### src/rtl/cpu_pkg.sv
// Shared definitions for the accumulator/stack processor front end and control unit:
// instruction field positions, opcode codes and the fetch FSM encoding.
package cpu_pkg;

  localparam int OP_MSB   = 15;
  localparam int OP_LSB   = 11;
  localparam int FLAG_BIT = 10;
  localparam int IMM_W    = 10;
  localparam int OP_W     = OP_MSB - OP_LSB + 1;

  typedef enum logic [OP_W-1:0] {
    APUT = 5'b00000,
    SPUT = 5'b00001,
    SWAP = 5'b10111
  } opcodeT;

  typedef enum logic [1:0] {
    IDLE  = 2'd0,
    REQ   = 2'd1,
    STALL = 2'd2
  } fetchStateT;

endpackage

### src/rtl/instr_fetch_unit_if.sv
// Bundle of the fetch unit's memory, issue and redirect handshakes.
// master = fetch unit, slave = memory/control side.
interface instr_fetch_unit_if #(
  parameter int PC_W = 16
);
  import cpu_pkg::*;

  logic            imem_req;
  logic [PC_W-1:0] imem_addr;
  logic            imem_ack;
  logic [15:0]     imem_rdata;

  logic            instr_valid;
  logic            instr_take;
  logic [OP_W-1:0] OPCODE;
  logic            flagbit;
  logic [IMM_W-1:0] imm;
  logic [PC_W-1:0] instr_pc;

  logic            redirect_valid;
  logic [PC_W-1:0] redirect_pc;

  modport master (
    output imem_req, imem_addr, instr_valid, OPCODE, flagbit, imm, instr_pc,
    input  imem_ack, imem_rdata, instr_take, redirect_valid, redirect_pc
  );

  modport slave (
    input  imem_req, imem_addr, instr_valid, OPCODE, flagbit, imm, instr_pc,
    output imem_ack, imem_rdata, instr_take, redirect_valid, redirect_pc
  );

endinterface

### src/rtl/instr_fifo.sv
// Small power-of-two instruction buffer with push/pop/flush; head outputs read zero when empty.
module instr_fifo #(
  parameter int  WIDTH = 32,
  parameter int  DEPTH = 2,
  localparam int CNT_W = $clog2(DEPTH + 1),
  localparam int PTR_W = $clog2(DEPTH)
) (
  input  logic             CLK,
  input  logic             Reset,
  input  logic             push,
  input  logic             pop,
  input  logic             flush,
  input  logic [WIDTH-1:0] wrData,
  output logic [CNT_W-1:0] count,
  output logic             headValid,
  output logic [WIDTH-1:0] headData
);

  logic [WIDTH-1:0] mem [DEPTH];
  logic [PTR_W-1:0] wrPtr;
  logic [PTR_W-1:0] rdPtr;
  logic             doPop;

  assign headValid = (count != '0);
  assign doPop     = pop && headValid;
  assign headData  = headValid ? mem[rdPtr] : '0;

  // NOTE: sequential state uses non-blocking assignments so every flop samples pre-edge values.
  always_ff @(posedge CLK or negedge Reset) begin
    if (!Reset) begin
      wrPtr <= '0;
      rdPtr <= '0;
      count <= '0;
    end else if (flush) begin
      wrPtr <= '0;
      rdPtr <= '0;
      count <= '0;
    end else begin
      if (push)  wrPtr <= wrPtr + PTR_W'(1);
      if (doPop) rdPtr <= rdPtr + PTR_W'(1);
      if (push && !doPop)      count <= count + CNT_W'(1);
      else if (doPop && !push) count <= count - CNT_W'(1);
    end
  end

  // NOTE: storage is not reset; headValid masks stale entries, so a reset here only costs flops.
  always_ff @(posedge CLK) begin
    if (push && !flush) mem[wrPtr] <= wrData;
  end

endmodule

### src/rtl/instr_fetch_unit.sv
// Instruction fetch front end: one outstanding imem request, DEPTH-entry buffer,
// and PC redirect with discard of a stale in-flight word.
module instr_fetch_unit
  import cpu_pkg::*;
#(
  parameter int              PC_W     = 16,
  parameter int              DEPTH    = 2,
  parameter logic [PC_W-1:0] RESET_PC = '0
) (
  input  logic                CLK,
  input  logic                Reset,
  instr_fetch_unit_if.master  bus
);

  localparam int               CNT_W  = $clog2(DEPTH + 1);
  localparam logic [CNT_W-1:0] DEPTH_C = CNT_W'(DEPTH);

  fetchStateT       state;
  logic             drop;
  logic             reqQ;
  logic [PC_W-1:0]  fetchPc;
  logic [PC_W-1:0]  addrQ;

  logic             push;
  logic             pop;
  logic             flush;
  logic [CNT_W-1:0] count;
  logic [CNT_W-1:0] countNext;
  logic             spaceNext;
  logic             headValid;
  logic [PC_W+15:0] headData;
  logic [PC_W-1:0]  targetPc;
  logic [PC_W-1:0]  ackPc;

  assign flush    = bus.redirect_valid;
  assign push     = (state == REQ) && bus.imem_ack && !drop && !flush;
  assign pop      = bus.instr_take && headValid && !flush;
  assign targetPc = {bus.redirect_pc[PC_W-1:1], 1'b0};
  // A discarded ack leaves fetchPc on the redirect target; a real ack advances it.
  assign ackPc    = drop ? fetchPc : fetchPc + PC_W'(2);

  // NOTE: every always_comb output gets a default first so no latch is inferred.
  always_comb begin
    countNext = count;
    if (flush)               countNext = '0;
    else if (push && !pop)   countNext = count + CNT_W'(1);
    else if (pop && !push)   countNext = count - CNT_W'(1);
  end

  assign spaceNext = (countNext < DEPTH_C);

  always_ff @(posedge CLK or negedge Reset) begin
    if (!Reset) begin
      state   <= IDLE;
      drop    <= 1'b0;
      reqQ    <= 1'b0;
      fetchPc <= RESET_PC;
      addrQ   <= RESET_PC;
    end else begin
      case (state)
        IDLE: begin
          state <= REQ;
          reqQ  <= 1'b1;
          if (flush) begin
            fetchPc <= targetPc;
            addrQ   <= targetPc;
          end else begin
            addrQ <= fetchPc;
          end
        end
        REQ: begin
          if (bus.imem_ack) begin
            drop <= 1'b0;
            if (flush) begin
              fetchPc <= targetPc;
              addrQ   <= targetPc;
            end else begin
              fetchPc <= ackPc;
              addrQ   <= ackPc;
              state   <= spaceNext ? REQ : STALL;
              reqQ    <= spaceNext;
            end
          end else if (flush) begin
            // Request already on the bus: keep it stable, discard its word later.
            fetchPc <= targetPc;
            drop    <= 1'b1;
          end
        end
        STALL: begin
          if (flush) begin
            fetchPc <= targetPc;
            addrQ   <= targetPc;
            state   <= REQ;
            reqQ    <= 1'b1;
          end else if (spaceNext) begin
            addrQ <= fetchPc;
            state <= REQ;
            reqQ  <= 1'b1;
          end
        end
        default: begin
          state <= IDLE;
          reqQ  <= 1'b0;
        end
      endcase
    end
  end

  instr_fifo #(
    .WIDTH (PC_W + 16),
    .DEPTH (DEPTH)
  ) u_fifo (
    .CLK       (CLK),
    .Reset     (Reset),
    .push      (push),
    .pop       (pop),
    .flush     (flush),
    .wrData    ({fetchPc, bus.imem_rdata}),
    .count     (count),
    .headValid (headValid),
    .headData  (headData)
  );

  assign bus.imem_req    = reqQ;
  assign bus.imem_addr   = addrQ;
  assign bus.instr_valid = headValid;
  assign bus.OPCODE      = headData[OP_MSB:OP_LSB];
  assign bus.flagbit     = headData[FLAG_BIT];
  assign bus.imm         = headData[IMM_W-1:0];
  assign bus.instr_pc    = headData[PC_W+15:16];

endmodule
### src/flat_wrapper.sv
// flat-port wrapper written by rule: the top's interface ports become plain ports
module instr_fetch_unit_flat import cpu_pkg::*;
#(
  parameter int              PC_W     = 16,
  parameter int              DEPTH    = 2,
  parameter logic [PC_W-1:0] RESET_PC = '0
)
  (CLK, Reset, bus_imem_req, bus_imem_addr, bus_instr_valid, bus_OPCODE, bus_flagbit, bus_imm, bus_instr_pc, bus_imem_ack, bus_imem_rdata, bus_instr_take, bus_redirect_valid, bus_redirect_pc);
  instr_fetch_unit_if #(.PC_W(PC_W)) bus_i ();
  input  logic CLK;
  input  logic Reset;
  output wire logic [$bits(bus_i.imem_req)-1:0] bus_imem_req;
  output wire logic [$bits(bus_i.imem_addr)-1:0] bus_imem_addr;
  output wire logic [$bits(bus_i.instr_valid)-1:0] bus_instr_valid;
  output wire logic [$bits(bus_i.OPCODE)-1:0] bus_OPCODE;
  output wire logic [$bits(bus_i.flagbit)-1:0] bus_flagbit;
  output wire logic [$bits(bus_i.imm)-1:0] bus_imm;
  output wire logic [$bits(bus_i.instr_pc)-1:0] bus_instr_pc;
  input wire logic [$bits(bus_i.imem_ack)-1:0] bus_imem_ack;
  input wire logic [$bits(bus_i.imem_rdata)-1:0] bus_imem_rdata;
  input wire logic [$bits(bus_i.instr_take)-1:0] bus_instr_take;
  input wire logic [$bits(bus_i.redirect_valid)-1:0] bus_redirect_valid;
  input wire logic [$bits(bus_i.redirect_pc)-1:0] bus_redirect_pc;
  assign bus_imem_req = bus_i.imem_req;
  assign bus_imem_addr = bus_i.imem_addr;
  assign bus_instr_valid = bus_i.instr_valid;
  assign bus_OPCODE = bus_i.OPCODE;
  assign bus_flagbit = bus_i.flagbit;
  assign bus_imm = bus_i.imm;
  assign bus_instr_pc = bus_i.instr_pc;
  assign bus_i.imem_ack = bus_imem_ack;
  assign bus_i.imem_rdata = bus_imem_rdata;
  assign bus_i.instr_take = bus_instr_take;
  assign bus_i.redirect_valid = bus_redirect_valid;
  assign bus_i.redirect_pc = bus_redirect_pc;
  instr_fetch_unit #(.PC_W(PC_W), .DEPTH(DEPTH), .RESET_PC(RESET_PC)) u_core (.CLK(CLK), .Reset(Reset), .bus(bus_i));
endmodule
### config.mk
export PLATFORM = sky130hd
export DESIGN_NAME = instr_fetch_unit_flat
export DESIGN_NICKNAME = d
export VERILOG_FILES = /design/src/rtl/cpu_pkg.sv /design/src/rtl/instr_fetch_unit_if.sv /design/src/rtl/instr_fifo.sv /design/src/rtl/instr_fetch_unit.sv /design/src/flat_wrapper.sv
export SDC_FILE = /design/constraint.sdc
export NUM_CORES = 1
export LEC_CHECK = 0
export ABC_AREA = 1
export CAP_MARGIN = 20
export CORE_MARGIN = 3
export CORE_UTILIZATION = 54
export CTS_BUF_LIST = sky130_fd_sc_hd__clkbuf_4 sky130_fd_sc_hd__clkbuf_8
export CTS_CLUSTER_SIZE = 10
export DETAILED_ROUTE_END_ITERATION = 12
export HOLD_SLACK_MARGIN = 0.15
export PLACE_DENSITY = 0.81
export SLEW_MARGIN = 20
export SYNTH_ARGS = -nofsm -noshare
export SYNTH_HDL_FRONTEND = slang
export SYNTH_SLANG_ARGS = --single-unit
### constraint.sdc
create_clock -name CLK -period 3.64 [get_ports CLK]
set_clock_uncertainty 0.1 [all_clocks]
set_input_delay 0.728 -clock CLK [delete_from_list [all_inputs] [get_ports CLK]]
set_output_delay 0.728 -clock CLK [all_outputs]
set_load 0.03 [all_outputs]
# Word-level counts from Yosys, hierarchy flattened
# Memories as Yosys holds them, arrays and structs flattened.
# Cells that the tools add are included.
# Widths: inputs -> output; s select.
# op_classes
add_sub_neg,5
order_cmp,1
n_eq_ne,5
muxes,35
n_reduce_logical,28
# op_table
operator,n
$mux 16,7
$pmux 16 s3,1
$mux 32,1
$pmux 16 s2,1
$mux 2,11
$add 16x2->16 const B,1
$mux 1,12
$logic_and 1x1->1,11
$reduce_bool 2->1,5
$pmux 2 s3,1
$reduce_and 3->1,2
$reduce_bool 3->1,2
$logic_not 1->1,5
$ne 2x2->1 const B,2
$ne 3x2->1 const B,1
$pmux 1 s3,1
$add 1x1->1 const B,2
$add 2x1->2 const B,1
$eq 2x1->1 const B,1
$eq 2x2->1 const B,1
$logic_not 2->1,1
$lt 2x2->1 const B,1
$reduce_and 2->1,1
$reduce_or 2->1,1
$sub 2x1->2 const B,1
# word_totals
regBits,40
mem_bits_rw,64
in_bits,37
out_inout_bits,50
word_cells,83
memories,1
# memory_table
memory,depth,word_bits,read_ports,rd_ports_with_merged_regs,wr,line_no,rtl
u_core.u_fifo.mem,2,32,1,0,1,instr_fifo.sv:19,logic [WIDTH-1:0] mem [DEPTH];

# Logic depth before layout (Yosys ltp)
# depth
ltp_word,14
ltp_mapped,15
mapped_depth_nobuf,14

# Cells and area by module
# From an unflattened synthesis, not the netlist that was laid out.
# hier_totals
hier_cells,560
hier_area_um2,5082.4
# by_module_without_submodules
module,instances,cells_per_inst,area_per_inst_um2,seq_area_each_um2
instr_fifo,1,204,2770.2,2021.9
instr_fetch_unit,1,356,2312.2,875.8

# Worst setup path before layout
# OpenSTA, ideal clock, no wires.
# synth_timing
path_kind,input to register
from,in bus_redirect_valid
to,"mem u_core.u_fifo.mem[1][0], enable pin"
setup_ns,0.421
arrival_time_ns,2.526
t_required_ns,3.119
slack_ns,0.593
cell_stages,4
n_path_buf,1
path_cell_list,inv_2 > clkbuf_1 > nand2_1 > nor2_1
# synth_via
elab_chain_len,5
# synth_rtl
element,line_no,rtl
start: declaration,flat_wrapper.sv:22,input wire logic [$bits(bus_i.redirect_valid)-1:0] bus_redirect_valid;
$logic_not 1->1 *,"instr_fifo.sv:48, instr_fetch_unit.sv:36",
$logic_and 1x1->1,instr_fetch_unit.sv:36,assign push = (state == REQ) && bus.imem_ack && !drop && !flush;
$logic_and 1x1->1 *,instr_fifo.sv:48,if (push && !flush) mem[wrPtr] <= wrData;
$mux 1 *,instr_fifo.sv:48,
$mux 1 (not written as such) *,instr_fifo.sv:48,
end: declaration,instr_fifo.sv:19,
# Every way passes the cells marked *; elsewhere a longest branch is shown, timed or not.

# Final worst setup path
# layout_timing
from,reg u_core.u_fifo.count[0]
to,out bus_instr_pc[6]
# layout_via
elab_chain_len,2
# layout_rtl
element,line_no,rtl
start: declaration,instr_fifo.sv:14,"output logic [CNT_W-1:0] count,"
start signal: assignment,instr_fifo.sv:41,if (push && !doPop) count <= count + CNT_W'(1);
start signal: assignment,instr_fifo.sv:42,else if (doPop && !push) count <= count - CNT_W'(1);
$reduce_bool 2->1,instr_fifo.sv:24,assign headValid = (count != '0);
$mux 32,instr_fifo.sv:26,assign headData = headValid ? mem[rdPtr] : '0;
end: declaration,flat_wrapper.sv:18,output wire logic [$bits(bus_i.instr_pc)-1:0] bus_instr_pc;
# Every way passes these cells.

==> reports/results.tsv <==
stage	metric	value	unit
layout	final_cell_mix	129 x nand2_1, 84 x clkdlybuf4s50_1, 78 x nor2_1, 78 x o21ai_0, 64 x edfxtp_1	
timing	period_share	0.881	
clocking	cts_root_buf	clkbuf_8	
clocking	cts_setup_buffers	0	
layout	nets	654	
clocking	cts_sinks	103	
critical_path	rr_startpoint	u_core.u_fifo.count[0]$_DFFE_PN0P_	
worst_hold_path	hold_class	primary input to async pin	
yosys	ys_warn_count	0	
clocking	cts_hold_buf	0	
yosys	synth_nets	572	
global_routing	grt.overflow.total	0	
layout	drive_gt1_frac	0.0597	
critical_path	cp.arrival	2.38	ns
global_routing	antenna_found_initial	0	
yosys	synth.distinct_cells	29	
clocking	cts.path.max_buffers	2	
global_routing	grt_util_all_layers	0.236	
critical_path	cp-start-kind	register	
timing	slew_violations	0	
critical_path	end_kind	output port	
route	ant_nets	0	
placed_design	routabilityCongestion	0.895	
die	coreArea	8420	um2
layout	layoutNonFillerInstCount	725	
critical_path	cp_cell_sequence	inv_1 -> ha_1 -> inv_2 -> o21ai_0 -> nor2_1 -> clkdlybuf4s50_1	
critical_path	critPathMaxFanout	34	
yosys	ys_seq_elements	103	
timing	tightest_slew	0.895	ns
die	dieHeight	100	um
clocking	cts_resized	0	
clocking	path_clk_slew	0.11	ns
route	vias_per_cell	5.52	
clocking	numCtsBuffers	9	
timing	rsz0062_at_grt	false	
route	vias	4002	
timing	slew_headroom	0.404	
global_routing	grt_pass1_wl	18800	um
route	drt-total-wl	11700	um
yosys	synth-seq-area-share	0.603	
yosys	synthCells	533	
route	drc	0	
timing	finalHoldViolCount	0	
timing	setup_viol	0	
timing	timing.hold.ws	0.370	ns
timing	fin_setup_tns	0	ns
run_status	status	completed	
die	die_area	10100	um2
critical_path	startpoint	u_core.u_fifo.count[0]$_DFFE_PN0P_	
critical_path	rrSetupSlack	1.22	ns
critical_path	cp.required	2.81	ns
global_routing	grt_pass1_vias	3891	
critical_path	worstReg2RegEnd	u_core.bus.imem_addr[10]$_DFFE_PN0P_	
critical_path	crit_type	register to output port	
clocking	cts_tree	yes	
route	wire_per_inst	16.1	um
layout	mostFrequentLayoutCell	nand2_1	
run	cap_violations	0	
route	dr.pass1.iters	5	
timing	min_period	3.21	ns
power	power.density	531	nW/um2
placed_design	dp_hpwl	7750	um
yosys	synthesis.area	4810	um2
die	die_x	100	um
route	drtIter0Drc	411	
clocking	clk_latency	0.37	ns
die	rows	33	
placed_design	dp_cells	709	
critical_path	path_buf_inv	3	
global_routing	grt_start_max_net_pins	40	
critical_path	max_stage_delay	0.69	ns
layout	antenna_cells	0	
critical_path	r2r_cells	14	
die	initial_core_util	0.571	
power	p_leak	2.49	nW
layout	area_growth	23.7	%
clocking	htreeDepth	3	
critical_path	critPathSlowestCell	clkdlybuf4s50_1	
die	io_pins	87	
timing	fmax	312	MHz
critical_path	critical-path-top-delay-family	buffers and inverters	
yosys	syn-mean-instance-area	9.02	um2
power	vdd_drop_max	0.271	mV
placed_design	portBuffers	85	
cell usage after synthesis (all sizes together):
| cell | count | area [um2] |
|---|---|---|
| o211ai | 2 | 15.0 |
| a21oi | 17 | 85.1 |
| nand4 | 6 | 37.5 |
| o21ai | 83 | 415 |
| buf | 6 | 38.8 |
| or2 | 1 | 6.26 |
| ha | 2 | 25.0 |
| clkbuf | 17 | 63.8 |
| nor3 | 2 | 10.0 |
| nor2 | 82 | 323 |
| nand3 | 29 | 150 |
| edfxtp | 64 | 1920 |
| dfrtp | 39 | 976 |
| clkinv | 1 | 3.75 |
| o22ai | 4 | 25.0 |
| inv | 39 | 149 |
| a31o | 1 | 8.76 |
| a22oi | 2 | 15.0 |
| o21a | 5 | 37.5 |
| nand2 | 131 | 502 |
metrics by stage:
step | setup WS (ns) | utilization | total power [W] | instance area (um2)
after floorplan | 0.593 | - | 0.00207 | 4810
after global placement | 0.877 | 0.683 | 0.00244 | 5760
after detailed placement | 0.809 | 0.683 | 0.00247 | 5760
after CTS | 0.390 | 0.706 | 0.00316 | 5950
after global routing | 0.207 | 0.706 | 0.00331 | 5950
final | 0.432 | 0.706 | 0.00315 | 5950
cells by family after synthesis:
family,count (synthesis),synth area share
buffers and inverters,63,0.0531
AO/OA/AOI/OAI,114,0.125
flip-flops,103,0.603
adder cells (fa/ha/maj),2,0.00520
AND/OR/NAND/NOR,251,0.214
cell type report:
type / instances / area [um2]
fill: 630 / 2480
multi-input combinational: 367 / 1660
tap: 105 / 131
clock inverter: 7 / 66.3
timing repair buffer: 94 / 913
clock buffer: 9 / 124
inverter: 40 / 153
sequential: 103 / 2900
state kept, by name (all words and copies together) (netlist names):
name                  flops
u_core.u_fifo.mem        64
u_core.bus.imem_addr     16
u_core.fetchPc           16
u_core.state              2
u_core.u_fifo.count       2
u_core.drop               1
u_core.u_fifo.rdPtr       1
u_core.u_fifo.wrPtr       1
worst reg2reg max path, cell delays in order (launching register included):
cell and delay (ns):
dfrtp_1 0.33, inv_1 0.07, ha_1 0.22, inv_2 0.37, nand2_1 0.21, nor2_1 0.18
nand2_1 0.09, nand2_1 0.06, nand2_1 0.05, nand2_1 0.09, nand3_2 0.10, nand2_4 0.21
inv_4 0.12, nand2_1 0.09, nand2_1 0.05
report_power, final:
group	switching (W)	leakage, nW	internal [W]
logic	0.000622	1.34	0.000360
registers	0.0000965	1.06	0.00137
clock network	0.000438	0.0965	0.000265
worst max-delay path by stage:
stage / cells after the start / endpoint
floorplan: 4 / u_core.u_fifo.mem[1][0]$_DFFE_PP_
global placement: 6 / bus_instr_pc[5]
detailed placement: 6 / bus_instr_pc[6]
CTS: 6 / bus_instr_pc[6]
global route: 6 / bus_instr_pc[1]
finish: 6 / bus_instr_pc[6]
metal layers:
metal  track usage  routed length, um
met5             0                  0
met4        0.0974                249
met3        0.0334                842
met2         0.377               5450
met1         0.326               5130
(Power assumes the default switching activity.)
